--- config.mk ---
export PLATFORM = sky130hd
export DESIGN_NAME = fu_cdb_queue
export DESIGN_NICKNAME = d
export VERILOG_FILES = /design/src/rtl/fu_cdb_queue.sv
export SDC_FILE = /design/constraint.sdc
export NUM_CORES = 1
export LEC_CHECK = 0
export CORE_MARGIN = 3
export CORE_UTILIZATION = 50
export DETAILED_ROUTE_END_ITERATION = 10
export GPL_TIMING_DRIVEN = 0
export PLACE_DENSITY = 0.8
export SLEW_MARGIN = 5
export SYNTH_ARGS = -nofsm -noshare
export SYNTH_HDL_FRONTEND = slang
export SYNTH_SLANG_ARGS = --single-unit
--- constraint.sdc ---
create_clock -name clock -period 3.12 [get_ports clock]
set_input_delay 0.624 -clock clock [delete_from_list [all_inputs] [get_ports clock]]
set_output_delay 0.624 -clock clock [all_outputs]
set_load 0.005 [all_outputs]
--- src/rtl/fu_cdb_queue.sv ---
// fu_cdb_queue: per-FU result FIFO on the FU side of the CDB request/ack protocol.
// It holds finished results {rob_tag, v} until the CDB arbiter grants them.
// done requests the bus while the head entry is valid, and ack pops that entry.
// in_ready back-pressures the FU when every entry is occupied.
// Optional feature: define CDB_BYPASS_EN to let a result arriving at an empty
// queue reach done/rob_tag/v in the same cycle it is presented.
module fu_cdb_queue #(
   parameter int DEPTH  = 4,
   parameter int TAG_W  = 5,
   parameter int DATA_W = 32
) (
   input  logic                       clock,
   input  logic                       reset,
   input  logic                       in_valid,
   input  logic [TAG_W-1:0]           in_rob_tag,
   input  logic [DATA_W-1:0]          in_v,
   output logic                       in_ready,
   output logic                       done,
   output logic [TAG_W-1:0]           rob_tag,
   output logic [DATA_W-1:0]          v,
   input  logic                       ack,
   output logic [$clog2(DEPTH):0]     count
);

   localparam int PTR_W = $clog2(DEPTH);
   localparam int CNT_W = PTR_W + 1;

   logic [PTR_W-1:0]  head_r;
   logic [PTR_W-1:0]  tail_r;
   logic [CNT_W-1:0]  count_r;
   logic [TAG_W-1:0]  tag_mem_r [DEPTH];
   logic [DATA_W-1:0] val_mem_r [DEPTH];

   logic              empty_s;
   logic              full_s;
   logic              bypass_s;
   logic              push_s;
   logic              pop_s;

   // Derive occupancy flags and the push/pop qualifiers from registered state.
   always_comb begin
      empty_s  = (count_r == {CNT_W{1'b0}});
      full_s   = (count_r == CNT_W'(DEPTH));
`ifdef CDB_BYPASS_EN
      // An arriving result that is granted while the queue is empty never
      // touches storage: it is handed straight to the bus.
      bypass_s = empty_s & in_valid & ack;
`else
      bypass_s = 1'b0;
`endif
      // Full queue refuses the push even if the head pops this cycle.
      push_s   = in_valid & ~full_s & ~bypass_s;
      // Only a real stored head can be popped; ack on an empty queue is ignored.
      pop_s    = ~empty_s & ack;
   end

   // Drive the CDB request and head fields; zeros whenever nothing is offered.
   always_comb begin
      done    = 1'b0;
      rob_tag = {TAG_W{1'b0}};
      v       = {DATA_W{1'b0}};
      if (!empty_s) begin
         done    = 1'b1;
         rob_tag = tag_mem_r[head_r];
         v       = val_mem_r[head_r];
      end
`ifdef CDB_BYPASS_EN
      else if (in_valid) begin
         done    = 1'b1;
         rob_tag = in_rob_tag;
         v       = in_v;
      end
`endif
      else begin
         done    = 1'b0;
      end
   end

   // Back-pressure depends only on registered occupancy.
   always_comb begin
      in_ready = ~full_s;
      count    = count_r;
   end

   // Head/tail pointers and occupancy counter; async reset drops all entries.
   always_ff @(posedge clock or posedge reset) begin
      if (reset) begin
         head_r  <= {PTR_W{1'b0}};
         tail_r  <= {PTR_W{1'b0}};
         count_r <= {CNT_W{1'b0}};
      end else begin
         if (push_s) begin
            tail_r <= tail_r + PTR_W'(1);
         end
         if (pop_s) begin
            head_r <= head_r + PTR_W'(1);
         end
         case ({push_s, pop_s})
            2'b10:   count_r <= count_r + CNT_W'(1);
            2'b01:   count_r <= count_r - CNT_W'(1);
            default: count_r <= count_r;
         endcase
      end
   end

   // Entry storage is written on push only and is deliberately not reset.
   always_ff @(posedge clock) begin
      if (push_s) begin
         tag_mem_r[tail_r] <= in_rob_tag;
         val_mem_r[tail_r] <= in_v;
      end
   end

endmodule

## Word-level counts from Yosys, hierarchy flattened

Memory sizes are Yosys's and may differ from the RTL's.
Index checks and enable logic that the tools add are counted.
Widths: inputs -> output; s select.

- Bits of input ports: 41
- Output and inout bits: 42
- Logic and storage cells: 24
- Register bits after elaboration: 7
- Bits in writable memories: 148
- Memories kept: 2

- Reduce and logical (&&, ||, !) cells: 2
- Add/subtract/negate cells: 4
- Equality and inequality tests: 3
- Muxes and demuxes: 6
- Bitwise logic cells: 4

Memories:

| name | depth | width | read ports | clocked after Yosys merged registers in | write ports | line | RTL |
|---|---|---|---|---|---|---|---|
| val_mem_r | 4 | 32 | 1 | 0 | 1 | 32 | `logic [DATA_W-1:0] val_mem_r [DEPTH];` |
| tag_mem_r | 4 | 5 | 1 | 0 | 1 | 31 | `logic [TAG_W-1:0] tag_mem_r [DEPTH];` |

Operators with widths:

| cell | number |
|---|---|
| $mux 32 | 1 |
| $pmux 3 s2 | 1 |
| $mux 5 | 1 |
| $add 2x1->2 const B | 2 |
| $add 3x1->3 const B | 1 |
| $eq 3x3->1 const B | 1 |
| $logic_not 3->1 | 1 |
| $mux 1 | 3 |
| $sub 3x1->3 const B | 1 |
| $and 1x1->1 | 2 |
| $eq 2x1->1 const B | 1 |
| $eq 2x2->1 const B | 1 |
| $not 1->1 | 2 |
| $reduce_bool 2->1 | 1 |

## Logic depth before layout (Yosys ltp)

Gate-level depths: netlist of run 1.

- Depth after elaboration: 5
- Gate-level depth with buffers: 9
- Mapped depth without buffers: 9

## Worst setup path after synthesis of run 1

Ideal clock, no wire load.

- Path type: reg-to-reg
- From: register count_r[0] (netlist: count[0])
- To: register count_r[2] (netlist: count[2])
- Path slack: 1.021 ns
- Arrival: 2.019 ns
- Stages on the path, launching flop included: 10
- Cells stage by stage: dfrtp_1 or3b_4 and2_4 inv_1 ha_1 inv_1 fa_1 xor2_1 nor2_1 xor2_1

- Word-level cells in the longest chain between the ends: 5
- Elaborated cells on any way between the ends: 12
- Those cells by class: add/sub: 2; eq/ne: 3; mux: 1; bitwise: 4; reduce/logical: 2

RTL lines:

| item | line | RTL |
|---|---|---|
| from (decl) | 30 | `logic [CNT_W-1:0] count_r;` |
| from (signal assigned) | 90 | `count_r <= {CNT_W{1'b0}};` |
| from (signal assigned) | 99 | `2'b10: count_r <= count_r + CNT_W'(1);` |
| from (signal assigned) | 100 | `2'b01: count_r <= count_r - CNT_W'(1);` |
| $eq 3x3->1 (*) | 43 | `full_s = (count_r == CNT_W'(DEPTH));` |
| $not 1->1 (*) | -- |  |
| net in_ready | 17 | `output logic in_ready,` |
| $and 1x1->1 (*) | 52 | `push_s = in_valid & ~full_s & ~bypass_s;` |
| $eq 2x1->1 or $eq 2x2->1 (tied branches) | 98 | `case ({push_s, pop_s})` |
| $pmux 3 s2 or $reduce_bool 2->1 (tied branches) | -- |  |

Mark *: on every way through the listed nets, which the timed path passes. The rest lies on a longest branch.
A chain may end at the register's enable or synchronous reset.

## Worst setup path in the final report of run 1

- From: register head_r[0]
- To: output port rob_tag[3]

- Word-level cells in the longest chain between the ends: 2

RTL lines:

| item | line | RTL |
|---|---|---|
| from (decl) | 28 | `logic [PTR_W-1:0] head_r;` |
| from (signal assigned) | 88 | `head_r <= {PTR_W{1'b0}};` |
| from (signal assigned) | 96 | `head_r <= head_r + PTR_W'(1);` |
| $mem_v2 4x5 | -- |  |
| $mux 5 | 62 | `if (!empty_s) begin` |
| to (decl) | 19 | `output logic [TAG_W-1:0] rob_tag,` |

Every way passes these cells.

==> flow_summary.yaml, run 1 <==
finish:
  diodes: 0
  design_area_um2: 7682
  multi_input_area_um2: 1292
  n_fill_cell: 784
  regArea_um2: 4619
  nNetsFinal: 423
  drive_above_1_share_pct: 21.34
  syn_to_final_growth_pct: 27.94
sta:
  min_period_ps: 2964
  clock-skew-final_ps: 8.989
  setup_slack_ps: 156.3
  drv_slew: 0
  worst_pin_slew_ps: 613.5
  fmax_mhz: 337.4
  setup_violations: 0
  layout_worst_path_cycle_share_pct: 94.99
  holdWs_ps: 450.5
  finalHoldViolations: 0
  relSlewSlack_pct: 59.10
  fin_tns_setup_ps: 0
  rsz0062_at_grt: "no"
floorplan:
  die-width_um: 115.6
  core.rowCount: 39
  die_h_um: 115.6
  die-area_um2: 13360
  start_util_pct: 51.92
  coreArea_um2: 11560
  boundaryPins: 83
synthesis:
  ys_warn_count: 0
  ys_seq_area_share_pct: 76.93
  ys_types: 21
  yosys.area.top_type: "edfxtp_1"
  synth_cells: 272
  ys_seq_elements: 155
  postSynthAreaPerCell_um2: 22.08
  syn-cell-area_um2: 6005
  syn-num-nets: 319
  synth_top_area_share_pct: 74.02
  synth_area_leaders: "edfxtp_1 (74%), mux4_2 (14%), and2_1 (4.0%)"
worst_setup_path:
  critPathMaxStageDelay_ps: 510
  worst_ep_required_time_ps: 2500
  path_class: "flip-flop to output pin"
  cp-start-kind: "flip-flop"
  rrSetupSlack_ps: 880
  cpLargestDelayFamily: "buffers and inverters"
  slowest_stage: "mux4_2"
  path_buf_inv: 3
  worstSetupEndpointType: "output pin"
  cp_data_arrival_time_ps: 2340
  path_cells: "buf_8, buf_6, mux4_2, and2_1, clkdlybuf4s50_1"
  path_max_fanout: 10
routing:
  vias: 2890
  viasPerCell: 5.432
  drtAntennaViolNets: 0
  dr.pass1.iters: 4
  drcViolationCount: 0
  wl_um: 10980
  wire_per_inst_um: 20.64
  drt_iter0_drc: 119
clocking:
  htreeDepth: 4
  postCtsHoldBufs: 0
  clock_latency_ps: 420
  clk_pin_slew_ps: 60
  post-cts-setup-buffers: 0
  clk_path_buf_depth: 2
  root_buffer: "clkbuf_16"
  numCtsBuffers: 17
  cts_tree: "built"
  cts_sinks: 155
power:
  p_leak_uw: 0.002582
  power.density_nw_per_um2: 993.0
  finalPower_uw: 7628
  peakVddDrop_uv: 497.2
global_routing:
  grt_pass1_vias: 3106
  grt_max_degree: 29
  overflow: 0
  grt_pass1_wl_um: 17040
  grt.total_usage_pct: 17.76
  antenna_found_initial: 0
place:
  gp_congestion: 0.7068
  portBuffers: 82
  dp_hpwl_um: 6756
  placed_cell_area_um2: 7097
  dp_slack_ps: 270.9
hold_path:
  min_path_type: "input port to async pin"
run:
  cap_violations: 0
outcome:
  outcome: "complete, no violations"
[layer usage]
metal	wire, µm	share of wire [%]	global-route usage [%]
met1	4688	43	23.25
met2	5592	51	28.59
met3	573	5.2	5.744
met4	125	1.1	5.869
met5	0	0	0
[Yosys cell counts]
cell type / n
dfrtp_1: 7
buf_4: 2
xor2_1: 3
or3_1: 1
buf_6: 2
inv_1: 7
fa_1: 1
and3_1: 4
mux4_2: 37
and2_4: 1
mux2_2: 1
ha_1: 5
or3b_4: 1
xnor2_1: 3
mux2i_1: 1
buf_2: 3
clkbuf_1: 5
nor2_1: 1
and2_1: 38
nand3_1: 1
edfxtp_1: 148
[what timing repair did]
action | CTS | global route
endpoints found under the setup margin | 10 | 5
resized for setup | 1 | 2
gates cloned | 0 | 0
[logic make-up (layout without fill, tap and decap cells)]
group / after synthesis / in the layout / share of synthesized area, %
flip-flops: 155 / 155 / 76.93
AND/OR/NAND/NOR: 47 / 47 / 4.959
multiplexers: 39 / 39 / 14.23
buffers and inverters: 19 / 136 / 1.625
adder cells (fa/ha/maj): 6 / 6 / 1.375
XOR/XNOR: 6 / 6 / 0.8753
[final cells by class]
cell class | count | area share, %
clock buffers | 20 | 5.684
multi-input cells | 98 | 16.82
inverters | 7 | 0.3420
flip-flops and latches | 155 | 60.13
well taps | 143 | 2.329
clock inverters | 12 | 1.922
repair buffers | 86 | 11.82
plain buffers | 11 | 0.9446
[metrics by stage]
stage,util (%),instances
after floorplan,-,272
after global placement,60.56,497
after detailed placement,61.37,501
after CTS,66.40,532
after global routing,66.43,532
final,66.43,532
[worst reg2reg max path, cell delays in order, from the launching register on]
cell	delay [ps]
dfrtp_1	440
or3b_4	460
and2_4	190
inv_1	50
ha_1	180
inv_1	60
fa_1	380
xor2_1	150
nor2_1	110
xor2_1	150
[path summary, 6_finish.rpt]
path / start / to / depth (start not counted)
setup / recovery: head_r[0] / rob_tag[3] / 5
hold / removal: reset / count[1] / 2
setup reg to reg: count[0] / count[2] / 9
hold reg to reg: count[2] / count[2] / 1
max in group asynchronous: reset / head_r[0] / 2
min in group clock: count[2] / count[2] / 1
[flip-flops by register name, summed over array words and instances, names as in the netlist]
name,count
head_r,2
val_mem_r,128
count,3
tail_r,2
tag_mem_r,20
[power breakdown]
part           switching (µW)  internal (µW)
Clock                     785           1250
Combinational            1100           1610
Sequential                123           2760
Total                    2010           5620
[cell usage in the layout (no fill, tap or decap), drive strengths merged]
cell           instances
ha                     5
clkdlybuf4s50         82
or3b                   1
nor2                   1
mux2i                  1
buf                   12
mux2                   1
xor2                   3
mux4                  37
dfrtp                  7
edfxtp               148
bufinv                 3
clkbuf                23
and2                  39
inv                    8
clkinvlp               3
or3                    1
fa                     1
and3                   4
xnor2                  3
clkinv                 5
nand3                  1
Power figures use the tool's default switching activity.
==> inputs of run 2 (changes only) <==
--- a/config.mk
+++ b/config.mk
@@ -10,7 +10,6 @@
 export DETAILED_ROUTE_END_ITERATION = 10
 export GPL_TIMING_DRIVEN = 0
 export PLACE_DENSITY = 0.8
-export SLEW_MARGIN = 5
 export SYNTH_ARGS = -nofsm -noshare
 export SYNTH_HDL_FRONTEND = slang
 export SYNTH_SLANG_ARGS = --single-unit
==> results of run 2 <==
Same layout as run 1: the final DEF is identical, and so are final timing and power.
==> inputs of run 3 (changes only) <==
--- a/config.mk
+++ b/config.mk
@@ -7,6 +7,7 @@
 export LEC_CHECK = 0
 export CORE_MARGIN = 3
 export CORE_UTILIZATION = 50
+export CTS_BUF_LIST = sky130_fd_sc_hd__clkbuf_4 sky130_fd_sc_hd__clkbuf_8
 export DETAILED_ROUTE_END_ITERATION = 10
 export GPL_TIMING_DRIVEN = 0
 export PLACE_DENSITY = 0.8
==> flow_summary.yaml, run 3 (synthesis gave the netlist of run 1 again) <==
clocking:
  root_buffer: "clkbuf_8"
  cts_sinks: 155
  clk_pin_slew_ps: 80
  clk_path_buf_depth: 2
  htreeDepth: 4
  postCtsHoldBufs: 0
  clock_latency_ps: 430
  numCtsBuffers: 17
  cts_tree: "built"
floorplan:
  boundaryPins: 83
  coreArea_um2: 11560
  die_h_um: 115.6
  start_util_pct: 51.92
  die-width_um: 115.6
  die-area_um2: 13360
  core.rowCount: 39
sta:
  setup_violations: 0
  min_period_ps: 2959
  layout_worst_path_cycle_share_pct: 94.84
  clock-skew-final_ps: 8.576
  rsz0062_at_grt: "no"
  worst_pin_slew_ps: 633.2
  fmax_mhz: 338.0
  relSlewSlack_pct: 57.78
  holdWs_ps: 429.6
  fin_tns_setup_ps: 0
  drv_slew: 0
  finalHoldViolations: 0
finish:
  syn_to_final_growth_pct: 25.01
  drive_above_1_share_pct: 22.11
  regArea_um2: 4619
  nNetsFinal: 423
  multi_input_area_um2: 1292
  final_cell_mix: "edfxtp_1 (148), clkdlybuf4s50_1 (82), and2_1 (38), mux4_2 (37), clkbuf_8 (17)"
  final_common_cell: "edfxtp_1"
  regMostFlops: "val_mem_r"
  design_area_um2: 7506
  largest_register_ffs: 128
  diodes: 0
  n_fill_cell: 804
outcome:
  outcome: "complete, no violations"
worst_setup_path:
  worstRegToRegCells: 9
  path_class: "flip-flop to output pin"
  path_max_fanout: 10
  startpoint: "head_r[1]"
  worstSetupEndpointType: "output pin"
  timing.rr.start: "count[0]"
  worst_ep_required_time_ps: 2500
  cp-start-kind: "flip-flop"
  cp_data_arrival_time_ps: 2330
routing:
  dr.pass1.iters: 6
  wl_um: 10550
  drtAntennaViolNets: 0
  vias: 2863
  wire_per_inst_um: 19.83
  drt_iter0_drc: 143
  drcViolationCount: 0
  viasPerCell: 5.382
place:
  portBuffers: 82
  placed_cell_area_um2: 7097
  gp_congestion: 0.7068
  dp_hpwl_um: 6756
power:
  pwr-share-comb_pct: 38.1
  p_switching_uw: 1898
  switching_share_pct: 26.82
  peakVddDrop_uv: 442.2
  clockPowerShare_pct: 21.3
  cellInternalPower_uw: 5179
  p_leak_uw: 0.002506
  power.density_nw_per_um2: 942.9
  power_frac_seq_pct: 40.6
global_routing:
  overflow: 0
  antenna_found_initial: 0
  grt.total_usage_pct: 16.94
  grt_max_degree: 29
  grt_pass1_wl_um: 16430
  grt_pass1_vias: 3080
hold_path:
  min_path_type: "input port to async pin"
run:
  cap_violations: 0
[run 3: cell count changes in the layout (fill, tap and decap cells not counted)]
cell       previous run  this run
clkbuf_1              6         3
buf_6                 1         0
clkbuf_8              0        17
buf_8                 1         2
clkbuf_4              0         3
clkbuf_16            17         0
[run 3: path summary, 6_finish.rpt]
check / end / slack, ps
min in group clock: count[2] / 510
max in group asynchronous: head_r[0] / 2470
hold reg to reg: count[2] / 510
hold / removal: count[1] / 430
setup / recovery: v[11] / 160
setup reg to reg: count[2] / 870
[run 3: final cells by class]
type	count	area share [%]
inverter	7	0.3501
sequential	155	61.54
clock inverter	12	1.967
buffer	11	1.017
tap	143	2.384
multi-input combinational	98	17.22
timing repair buffer	86	12.10
clock buffer	20	3.417
[run 3: stage by stage]
step                cells  worst slack (ps)  utilization (%)  power (µW)
floorplan             272              1021                -        4337
global placement      497            -100.1            60.56        5547
detailed placement    501             270.9            61.37        5668
CTS                   532             38.96            64.84        7179
global route          532             6.254            64.90        7477
finish                532             161.0            64.90        7077
[run 3: timing repair]
| action | in CTS | in global routing |
|---|---|---|
| gates resized for setup | 1 | 3 |
| setup buffers | 0 | 0 |
| endpoints found under the hold margin | 0 | 0 |
| endpoints found under the setup margin | 10 | 24 |
[run 3: metal layers]
layer	part of all wire, %	vias to the layer above	routed length (µm)	GRT usage (%)
met5	0	-	0	0
met4	0.86	0	91	5.164
met3	5.3	9	563	5.117
met2	51	86	5414	28.01
met1	42	1471	4481	21.95
li1	-	1297	-	-
[run 3: worst max-delay path: stages, from the launching register on]
cell             delay, ps
dfrtp_1                350
buf_2                  270
buf_2                  330
mux4_2                 360
and2_1                 170
clkdlybuf4s50_1        440
[run 3: power groups by stage]
stage	Sequential [µW]	Clock, µW	Combinational, µW
global placement	2920	0	2630
CTS	2880	1540	2760
floorplan	2890	0	1440
global route	2910	1630	2930
finish	2880	1510	2700
detailed placement	2920	0	2740
